===== src/rtl/multi_channel_threshold_detector_pkg.sv =====
// Shared types and helpers for the multi-channel threshold detector.
package multi_channel_threshold_detector_pkg;

  typedef enum logic [1:0] {
    CH_IDLE   = 2'd0,
    CH_DETECT = 2'd1,
    CH_HOLD   = 2'd2
  } ch_state_e;

  function automatic int clog2(input int n);
    int r;
    r = 0;
    for (int i = 0; i < 31; i++) begin
      if ((1 << i) < n) r = i + 1;
    end
    return r;
  endfunction

endpackage


===== src/rtl/threshold_channel_fsm.sv =====
// One channel's detect/hold state; next-state outputs are combinational so the
// caller can register them alongside the update strobe.
module threshold_channel_fsm
  import multi_channel_threshold_detector_pkg::*;
#(
  parameter int HOLD_W = 8
) (
  input  logic              clk,
  input  logic              rst_n,
  input  logic              upd,
  input  logic              trig,
  input  logic              rel,
  input  logic [HOLD_W-1:0] holdoff,
  output logic              det_nxt,
  output logic              rise_nxt
);

  ch_state_e         state, state_nxt;
  logic [HOLD_W-1:0] hold_cnt, hold_nxt;

  always_comb begin
    state_nxt = state;
    hold_nxt  = hold_cnt;
    rise_nxt  = 1'b0;
    unique case (state)
      CH_IDLE: begin
        if (trig) begin
          state_nxt = CH_DETECT;
          rise_nxt  = 1'b1;
        end
      end
      CH_DETECT: begin
        if (rel) begin
          if (holdoff == '0) begin
            state_nxt = CH_IDLE;
          end else begin
            state_nxt = CH_HOLD;
            hold_nxt  = holdoff;
          end
        end
      end
      CH_HOLD: begin
        // The sample that exhausts the hold-off never evaluates a trigger.
        hold_nxt = hold_cnt - 1'b1;
        if (hold_cnt <= HOLD_W'(1)) begin
          state_nxt = CH_IDLE;
          hold_nxt  = '0;
        end
      end
      default: state_nxt = CH_IDLE;
    endcase
    det_nxt = (state_nxt == CH_DETECT);
  end

  always_ff @(posedge clk or negedge rst_n) begin
    if (!rst_n) begin
      state    <= CH_IDLE;
      hold_cnt <= '0;
    end else if (upd) begin
      state    <= state_nxt;
      hold_cnt <= hold_nxt;
    end
  end

endmodule


===== src/rtl/multi_channel_threshold_detector.sv =====
// Interleaved multi-channel signal-vs-noise detector with hysteresis and hold-off;
// two-stage pipeline (products, then compare/state update) that stalls as a whole.
module multi_channel_threshold_detector
  import multi_channel_threshold_detector_pkg::*;
#(
  parameter int DATA_W  = 32,
  parameter int THRES_W = 12,
  parameter int GAIN    = 17,
  parameter int GAIN_W  = 5,
  parameter int NUM_CH  = 4,
  parameter int CH_W    = (NUM_CH > 1) ? clog2(NUM_CH) : 1,
  parameter int HOLD_W  = 8,
  parameter int CNT_W   = 16
) (
  input  logic               clk,
  input  logic               rst_n,
  input  logic               in_valid,
  output logic               in_ready,
  input  logic [CH_W-1:0]    in_ch,
  input  logic [DATA_W-1:0]  signal_in,
  input  logic [DATA_W-1:0]  noise_in,
  input  logic [THRES_W-1:0] thres_hi,
  input  logic [THRES_W-1:0] thres_lo,
  input  logic [HOLD_W-1:0]  holdoff,
  output logic               out_valid,
  input  logic               out_ready,
  output logic [CH_W-1:0]    out_ch,
  output logic               out_det,
  output logic               out_rise,
  output logic               out_err,
  output logic [CNT_W-1:0]   evt_count,
  input  logic               cnt_clr
);

  localparam int PSIG_W = DATA_W + GAIN_W;
  localparam int PTH_W  = DATA_W + THRES_W;
  localparam int CMP_W  = (PSIG_W > PTH_W) ? PSIG_W : PTH_W;

  logic               vld_p1;
  logic [CH_W-1:0]    ch_p1;
  logic [PSIG_W-1:0]  p_sig_p1;
  logic [PTH_W-1:0]   p_hi_p1;
  logic [PTH_W-1:0]   p_lo_p1;
  logic [THRES_W-1:0] eff_lo;
  logic               adv2, fire2, err_p1, trig_p1, rel_p1;
  logic [NUM_CH-1:0]  det_nxt, rise_nxt;
  logic               det_sel, rise_sel;

  assign adv2     = !out_valid || out_ready;
  assign in_ready = !vld_p1 || adv2;
  assign fire2    = vld_p1 && adv2;
  assign eff_lo   = (thres_lo < thres_hi) ? thres_lo : thres_hi;

  // Stage 1: full-precision products
  always_ff @(posedge clk or negedge rst_n) begin
    if (!rst_n) begin
      vld_p1 <= 1'b0;
    end else if (in_ready) begin
      vld_p1 <= in_valid;
    end
  end

  always_ff @(posedge clk) begin
    if (in_valid && in_ready) begin
      ch_p1    <= in_ch;
      p_sig_p1 <= PSIG_W'(signal_in) * PSIG_W'(GAIN);
      p_hi_p1  <= PTH_W'(noise_in) * PTH_W'(thres_hi);
      p_lo_p1  <= PTH_W'(noise_in) * PTH_W'(eff_lo);
    end
  end

  // Stage 2: compare, per-channel state update, output register
  assign trig_p1 = CMP_W'(p_sig_p1) >  CMP_W'(p_hi_p1);
  assign rel_p1  = CMP_W'(p_sig_p1) <= CMP_W'(p_lo_p1);
  assign err_p1  = {1'b0, ch_p1} >= (CH_W + 1)'(NUM_CH);

  for (genvar i = 0; i < NUM_CH; i++) begin : g_ch
    threshold_channel_fsm #(
      .HOLD_W(HOLD_W)
    ) u_fsm (
      .clk     (clk),
      .rst_n   (rst_n),
      .upd     (fire2 && (ch_p1 == CH_W'(i))),
      .trig    (trig_p1),
      .rel     (rel_p1),
      .holdoff (holdoff),
      .det_nxt (det_nxt[i]),
      .rise_nxt(rise_nxt[i])
    );
  end

  always_comb begin
    det_sel  = 1'b0;
    rise_sel = 1'b0;
    for (int i = 0; i < NUM_CH; i++) begin
      if (ch_p1 == CH_W'(i)) begin
        det_sel  = det_nxt[i];
        rise_sel = rise_nxt[i];
      end
    end
  end

  always_ff @(posedge clk or negedge rst_n) begin
    if (!rst_n) begin
      out_valid <= 1'b0;
      out_ch    <= '0;
      out_det   <= 1'b0;
      out_rise  <= 1'b0;
      out_err   <= 1'b0;
    end else if (adv2) begin
      out_valid <= vld_p1;
      if (vld_p1) begin
        out_ch   <= ch_p1;
        out_det  <= det_sel;
        out_rise <= rise_sel;
        out_err  <= err_p1;
      end
    end
  end

  always_ff @(posedge clk or negedge rst_n) begin
    if (!rst_n) begin
      evt_count <= '0;
    end else if (cnt_clr) begin
      evt_count <= '0;
    end else if (fire2 && rise_sel && (evt_count != '1)) begin
      evt_count <= evt_count + 1'b1;
    end
  end

endmodule


===== config.mk =====
export PLATFORM = sky130hd
export DESIGN_NAME = multi_channel_threshold_detector
export DESIGN_NICKNAME = d
export VERILOG_FILES = /design/src/rtl/multi_channel_threshold_detector_pkg.sv /design/src/rtl/threshold_channel_fsm.sv /design/src/rtl/multi_channel_threshold_detector.sv
export SDC_FILE = /design/constraint.sdc
export NUM_CORES = 2
export LEC_CHECK = 0
export ABC_AREA = 1
export BUFFER_PORTS_ARGS = -buffer_cell sky130_fd_sc_hd__buf_2
export CAP_MARGIN = 20
export CORE_MARGIN = 2
export CORE_UTILIZATION = 32
export CTS_BUF_LIST = sky130_fd_sc_hd__clkbuf_16
export DETAILED_ROUTE_END_ITERATION = 6
export GPL_ROUTABILITY_DRIVEN = 0
export PLACE_DENSITY = 0.47
export SKIP_CTS_REPAIR_TIMING = 1
export SLEW_MARGIN = 0
export SYNTH_ARGS = -nofsm -noshare
export SYNTH_HDL_FRONTEND = slang
export SYNTH_SLANG_ARGS = --single-unit

===== constraint.sdc =====
create_clock -name clk -period 9.75 [get_ports clk]
set_clock_uncertainty 0.1 [all_clocks]
set_input_delay 1.4625 -clock clk [delete_from_list [all_inputs] [get_ports clk]]
set_output_delay 1.4625 -clock clk [all_outputs]
set_load 0.005 [all_outputs]

==> metrics.csv <==
stage,metric,value,unit
status,outcome,finished clean,
sta,hold_viol,0,
die,die_width,340.6,um
finish,nets,5522,
clock_tree,numCtsBuffers,17,
die,rows,123,
critical_path,cp_max_fo,33,
synthesis,synth_nets,5513,
global_route,grt_max_degree,72,
clock_tree,cts-root-buf,clkbuf_16,
critical_path,slowest_stage,buf_2,
route,vias,28170,
sta,rsz0062_at_grt,no,
route,viasPerCell,4.685,
clock_tree,cts_sinks,189,
sta,fmax,117.1,MHz
synthesis,synth_ff_type,edfxtp_1,
die,ios,126,
finish,syn_to_final_growth,6.965,%
critical_path,cp.required,9.86,ns
sta,setup_tns,0,ns
clock_tree,insertion_delay,0.46,ns
sta,relSlewSlack,0.3854,
sta,period_needed,8.537,ns
synthesis,synth_most_common_cell,nand2_1,
critical_path,arrival,8.64,ns
sta,drv_slew,0,
finish,fillerInstances,11950,
clock_tree,cts_tree,done,
sta,finalWorstSetupSlack,1.213,ns
critical_path,critPathKind,in2reg,
route,first_pass_iters,5,
synthesis,synth.area.top_cells,"fa_1, nand2_1, inv_1",
critical_path,crit_path_start_kind,primary input,
global_route,grt-ovfl-total,0,
placement,io_buffers,124,
die,start_util,0.3222,
route,antenna_left,0,
sta,setup-violations-final,0,
synthesis,syn-instance-count,4491,
placement,place_ws,0.7348,ns
global_route,track_usage,0.1879,
route,drt_wl_total,106900,um
synthesis,synth_seq_cells,189,
placement,hpwl,87530,um
global_route,grt_pass1_vias,29480,
global_route,grt_pass1_wl,170000,um
sta,min_period_over_period,0.8756,
die,die_h,340.6,um
synthesis,yosys.area.top_type,fa_1,
synthesis,synth.distinct_cells,63,
synthesis,synth-edff-count,127,
synthesis,syn_area,0.03625,mm^2
sta,worst_slew_pin_slew,0.9119,ns
critical_path,cp-end-kind,register,
die,design.core.area,0.1125,mm^2
synthesis,synth_top_area_frac,0.3319,
route,first_iter_violations,1643,
clock_tree,cts_buffer_depth,2,
finish,drive_gt1_frac,0.05872,
global_route,antenna_found_initial,1,
clock_tree,htree_levels,4,
finish,antenna_cells,0,
min_path,hold_class,reg2reg,
critical_path,slowest_delay,0.61,ns
clock_tree,path_clk_slew,0.08,ns
synthesis,avgSynthCellArea,8.072,um^2
route,wl_per_cell,17.77,um
route,drc_errors,0,
synthesis,seq_area_frac_synth,0.1480,
synthesis,synth_commonest_cells,"nand2_1, inv_1, fa_1, ha_1, nor2_1",
die,die_area,0.1160,mm^2
synthesis,synth-warning-count,0,
synthesis,async_flop_share,0.3280,
job,drv_cap,0,
## stage by stage
stage / std cells / area, um^2 / hold WS [ns] / utilization
final: 6013 / 38780 / 0.4032 / 0.3447
after global routing: 6013 / 38780 / 0.4168 / 0.3447
after CTS: 6013 / 38780 / 0.4053 / 0.3447
after detailed placement: 5981 / 38220 / 0.3792 / 0.3397
after global placement: 5981 / 38220 / 0.3738 / 0.3397
after floorplan: 4491 / 36250 / 0.3725 / -
## placed cells by master (no fill, tap or decap), types with 4 or more instances in the layout
| master | n |
|---|---|
| o211ai_1 | 6 |
| o21a_1 | 12 |
| a21oi_1 | 168 |
| xnor2_1 | 44 |
| nand2_2 | 20 |
| o21bai_1 | 8 |
| inv_2 | 11 |
| a221oi_1 | 4 |
| and2_1 | 4 |
| nor4_1 | 11 |
| o21ai_2 | 16 |
| nand3_1 | 101 |
| o21ai_1 | 21 |
| a21o_1 | 15 |
| dfrtp_1 | 62 |
| ha_1 | 318 |
| buf_4 | 22 |
| inv_1 | 1064 |
| nor2_1 | 303 |
| o21ai_0 | 65 |
| nor2_2 | 7 |
| buf_2 | 124 |
| nand4_1 | 25 |
| clkbuf_16 | 17 |
| xor2_1 | 88 |
| nand2_1 | 1085 |
| edfxtp_1 | 127 |
| nor2_4 | 5 |
| clkinv_1 | 4 |
| nand3_2 | 8 |
| inv_6 | 7 |
| a21boi_0 | 5 |
| o22ai_1 | 31 |
| nor3_1 | 27 |
| a31oi_1 | 29 |
| fa_1 | 601 |
## flip-flops by register name, indices dropped and copies added, names as in the netlist
signal	cells
ch_p1	2
evt_count	16
g_ch.u_fsm.hold_cnt	32
g_ch.u_fsm.state	8
out_ch	2
out_det	1
out_rise	1
out_valid	1
p_hi_p1	44
p_lo_p1	44
p_sig_p1	37
vld_p1	1
## worst max-delay path: cells and delay by family
kind	cells	cell delay, ns
AO/OA/AOI/OAI	9	1.55
XOR/XNOR	1	0.15
adder cells (fa/ha/maj)	7	3.18
buffers and inverters	7	1.45
AND/OR/NAND/NOR	5	0.81
## logic make-up (layout without fill, tap and decap cells)
family	after synthesis	count (layout)	share of synthesized area
buffers and inverters	1236	1258	0.1311
flip-flops	189	189	0.1480
AND/OR/NAND/NOR	1610	1610	0.1809
AO/OA/AOI/OAI	402	402	0.06578
other	1	1	0.0001034
adder cells (fa/ha/maj)	919	919	0.4416
multiplexers	2	2	0.0006212
XOR/XNOR	132	132	0.03189
## per-layer routing
layer,wire [um],GRT usage,part of all wire,vias to the layer above
met4,2042,0.04350,0.019,2
met5,13,0,0.00012,-
li1,-,-,-,13510
met3,4662,0.01838,0.044,73
met1,51840,0.2724,0.49,13980
met2,48320,0.3021,0.45,609
## final timing paths
check                              from                   endpoint  slack (ns)  cells after the start
setup / recovery            thres_hi[8]                p_lo_p1[36]        1.21                     29
hold / removal                out_ch[1]                  out_ch[1]        0.40                      2
setup reg to reg           p_sig_p1[31]  g_ch[0].u_fsm.hold_cnt[6]        6.45                     14
hold reg to reg               out_ch[1]                  out_ch[1]        0.40                      2
max in group asynchronous         rst_n               evt_count[5]        7.91                      2
min in group asynchronous         rst_n  g_ch[2].u_fsm.hold_cnt[6]        1.09                      2
## layout make-up
class	instances	area, um^2	area share
well taps	1500	1877	0.04840
flip-flops and latches	189	5365	0.1384
repair buffers	146	785.8	0.02026
clock inverters	15	131.4	0.003388
inverters	1080	4059	0.1047
clock buffers	17	425.4	0.01097
multi-input cells	3066	26130	0.6739
Power is not shown: default switching activity piles up to over one toggle a cycle in this logic, so the estimate is an artifact.
